### src/rtl/rd_empty_sync.sv
// Read-domain FIFO status: exports a registered Gray read pointer, synchronizes the write pointer,
// and derives empty/level combinationally (sync lag SYNC_STAGES rclk). No backpressure; underflow is only flagged.
module rd_empty_sync #(
    parameter int SIZE        = 8,
    parameter int SYNC_STAGES = 2,
    parameter int AE_THRESH   = 2
) (
    input  logic            rclk,
    input  logic            rd_rst,
    input  logic [SIZE:0]   read_ptr,
    input  logic            rd_en,
    input  logic [SIZE:0]   wr_ptr_gray,
    output logic [SIZE:0]   rd_ptr_gray,
    output logic [SIZE:0]   wr_ptr_gray_sync,
    output logic            empty,
    output logic            almost_empty,
    output logic [SIZE:0]   rd_level,
    output logic            rd_underflow
);

    localparam logic [SIZE:0] AE_LIMIT = (SIZE+1)'(AE_THRESH);

    logic [SIZE:0] sync_q [SYNC_STAGES];
    logic [SIZE:0] read_gray;
    logic [SIZE:0] wr_bin;

    assign read_gray = read_ptr ^ (read_ptr >> 1);

    always_ff @(posedge rclk or posedge rd_rst) begin
        if (rd_rst) begin
            rd_ptr_gray <= '0;
        end else begin
            rd_ptr_gray <= read_gray;
        end
    end

    // Plain flop chain: no logic between stages so each bit resolves metastability independently.
    always_ff @(posedge rclk or posedge rd_rst) begin
        if (rd_rst) begin
            for (int i = 0; i < SYNC_STAGES; i++) begin
                sync_q[i] <= '0;
            end
        end else begin
            sync_q[0] <= wr_ptr_gray;
            for (int i = 1; i < SYNC_STAGES; i++) begin
                sync_q[i] <= sync_q[i-1];
            end
        end
    end

    assign wr_ptr_gray_sync = sync_q[SYNC_STAGES-1];

    always_comb begin
        wr_bin       = '0;
        wr_bin[SIZE] = wr_ptr_gray_sync[SIZE];
        for (int i = SIZE - 1; i >= 0; i--) begin
            wr_bin[i] = wr_bin[i+1] ^ wr_ptr_gray_sync[i];
        end
    end

    // Unregistered so a read_ptr step closes off empty in the same cycle it happens.
    always_comb begin
        if (rd_rst) begin
            empty        = 1'b1;
            rd_level     = '0;
            almost_empty = 1'b1;
        end else begin
            empty        = (read_gray == wr_ptr_gray_sync);
            rd_level     = wr_bin - read_ptr;
            almost_empty = (rd_level <= AE_LIMIT);
        end
    end

    always_ff @(posedge rclk or posedge rd_rst) begin
        if (rd_rst) begin
            rd_underflow <= 1'b0;
        end else if (rd_en && empty) begin
            rd_underflow <= 1'b1;
        end
    end

endmodule

### config.mk
export PLATFORM = sky130hd
export DESIGN_NAME = rd_empty_sync
export DESIGN_NICKNAME = d
export VERILOG_FILES = /design/src/rtl/rd_empty_sync.sv
export SDC_FILE = /design/constraint.sdc
export NUM_CORES = 1
export LEC_CHECK = 0
export ABC_AREA = 1
export ABC_CLOCK_PERIOD_IN_PS = 5200
export CELL_PAD_IN_SITES_DETAIL_PLACEMENT = 0
export CELL_PAD_IN_SITES_GLOBAL_PLACEMENT = 1
export CORE_MARGIN = 2
export CORE_UTILIZATION = 40
export CTS_CLUSTER_DIAMETER = 100
export CTS_CLUSTER_SIZE = 24
export DETAILED_ROUTE_END_ITERATION = 7
export DONT_BUFFER_PORTS = 1
export MAX_ROUTING_LAYER = met4
export PLACE_DENSITY_LB_ADDON = 0.2
export RECOVER_POWER = 100
export REMOVE_ABC_BUFFERS = 1
export SLEW_MARGIN = 20
export SYNTH_ARGS = -nofsm -noshare
export SYNTH_HDL_FRONTEND = slang
export SYNTH_SLANG_ARGS = --single-unit
### constraint.sdc
create_clock -name rclk -period 5.2 [get_ports rclk]
set_clock_uncertainty 0.15 [all_clocks]
set_input_delay 0.26 -clock rclk [delete_from_list [all_inputs] [get_ports rclk]]
set_output_delay 0.26 -clock rclk [all_outputs]
set_load 0.05 [all_outputs]
==> out/qor.yml <==
yosysSeqAreaShare: 0.426
fin_setup_tns_ns: 0
synth_area_um2: 1650
via_per_inst: 4.65
setup_viol: 0
h-tree-depth: 1
rows: 23
grt_antenna_before_repair: 0
avgRoutedWirePerCell_um: 13.1
grt_overflow: 0
synth-xor-area-share: 0.101
synth_fa_ha_area_frac: 0.0729
drive_gt1_frac: 0.109
fp.dieW_um: 68.2
numPortBuffers: 0
route.detailed.drc: 0
initial_core_util: 0.415
cts-hold-fix-buffers: 23
fin_crit_sh: 0.884
syn_to_final_growth_pct: 18.2
synth_top_family_by_area: "simple AND/OR/NAND/NOR gates"
cp.arrival_ns: 4.19
mostFrequentLayoutCell: "nand2_1"
fin_area_um2: 1950
status: "complete, but fails checks"
drv_cap: 1
max-vdd-ir-drop_mv: 0.181
yosys.area_share.simple: 0.255
hpwlAfterDp_um: 2510
num_vias: 1166
track_usage: 0.160
cts_tree: "built"
dp.cells: 224
preCtsSetupSlack_ns: 1.06
cts-buffers-inserted: 3
drv_slew: 34
clockBufferDepth: 2
syn_avg_cell_area_um2: 9.15
finalHoldViolations: 0
final_util: 0.490
crit_path_max_fanout: 5
power_uw: 656
place.gp.congestion: 0.836
synthMuxAreaShare: 0
worst_pin_slew_ns: 1.71
grt_setup_unrepaired: "no"
final_cell_mix: "nand2_1, inv_1, dfrtp_1"
crit_slowest_cell: "dfrtp_1"
leakagePower_nw: 1.01
antenna_left: 0
cts_root_buffer: "clkbuf_8"
max_freq_mhz: 218
cts.clk_slew.worst_paths_ns: 0.10
crit_path_frequent_cell: "nand2_1"
yosys_warnings: 0
path_delay_family: "simple AND/OR/NAND/NOR gates"
ioPinCount: 51
min_path_type: "primary input to flop"
drtIter0Drc: 42
synth_cell_type_count: 22
clkLatencyLatePin_ns: 0.28
final_cells: 251
grt_max_degree: 34
cts-resized-gates: 0
fin_hold_ws_ns: 0.00673
worst-path-buf-inv: 4
slowest_delay_ns: 0.69
diodes: 0
synth_compound_area_frac: 0.0342
coreArea_um2: 3970
die_y_um: 68.2
violations: "capacitance limit, slew limit"
finalWorstSetupSlack_ns: 0.604
post_dp_cell_area_um2: 1660
cp-end-kind: "output port"
fillers: 375
ys_ff_latch: 28
die-area_um2: 4650
cts_sinks: 28
criticalPathCategory: "flop to output port"
slew_headroom: -0.137
grt_pass1_wl_um: 5220
routed_wl_um: 3290
start_kind: "flop"
post_cts_buffers: 0
p_per_area_nw_per_um2: 337
dr.pass1.iters: 4
synth_cells: 180
fin_nets: 232
grt_pass1_vias: 1136
critPathRequiredTime_ns: 4.79
min_period_ns: 4.60
power breakdown:
part / switching [mW] / leakage (nW) / total [mW] / internal (mW)
Sequential: 0.0462 / 0.323 / 0.277 / 0.231
Combinational: 0.139 / 0.649 / 0.205 / 0.0657
Clock: 0.0716 / 0.0357 / 0.175 / 0.103
registers in the layout, summed over array words and instances, names as in the netlist:
name	count
rd_ptr_gray	9
sync_q	9
wr_ptr_gray_sync	9
rd_underflow	1
synthesized netlist by cell type, drive strengths merged:
master / n / area share
nand2: 39 / 0.11
inv: 31 / 0.071
dfrtp: 28 / 0.43
nand3: 18 / 0.088
xor2: 16 / 0.085
nor2: 10 / 0.023
buf: 9 / 0.041
ha: 8 / 0.061
a21oi: 5 / 0.015
nand4: 3 / 0.011
xnor2: 3 / 0.016
nand3b: 2 / 0.0091
nor3: 2 / 0.0061
o21ai: 2 / 0.0061
fa: 1 / 0.012
o2111ai: 1 / 0.0053
o211ai: 1 / 0.0076
or2: 1 / 0.0038
cell families (layout without fill, tap and decap cells):
group	Yosys count	count (layout)
DFF	28	28
and+or+nand+nor	75	75
AOI/OAI and AO/OA	9	9
xor gates and xnor gates	19	19
buffers and inverters	40	61
adders and majority gates	9	9
final timing paths:
path | startpoint | end | slack, ns | cells after the start
worst max-delay path | wr_ptr_gray_sync[7] | almost_empty | 0.60 | 27
worst min-delay path | read_ptr[8] | rd_ptr_gray[7] | 0.007 | 2
worst max register to register | wr_ptr_gray_sync[1] | rd_underflow | 3.00 | 8
worst min register to register | sync_q[15] | wr_ptr_gray_sync[6] | 0.21 | 0
max in group asynchronous | rd_rst | wr_ptr_gray_sync[0] | 3.04 | 3
min in group asynchronous | rd_rst | rd_ptr_gray[4] | 0.87 | 3
area by class of cell:
cell class | instances | area (µm²) | area share
well taps | 50 | 62.6 | 0.0321
clock inverters | 1 | 30.0 | 0.0154
clock buffers | 3 | 41.3 | 0.0212
multi-input cells | 112 | 747 | 0.384
repair buffers | 26 | 249 | 0.128
flip-flops and latches | 28 | 701 | 0.360
inverters | 31 | 116 | 0.0598
metal layers:
layer	share of wire	vias up	routed length, µm	GRT usage
met5	0	-	0	-
met4	0.016	0	52	0.0600
met3	0.048	5	157	0.0329
met2	0.52	32	1710	0.273
met1	0.42	535	1370	0.185
li1	-	594	-	-
Power figures use the tool's default switching activity.
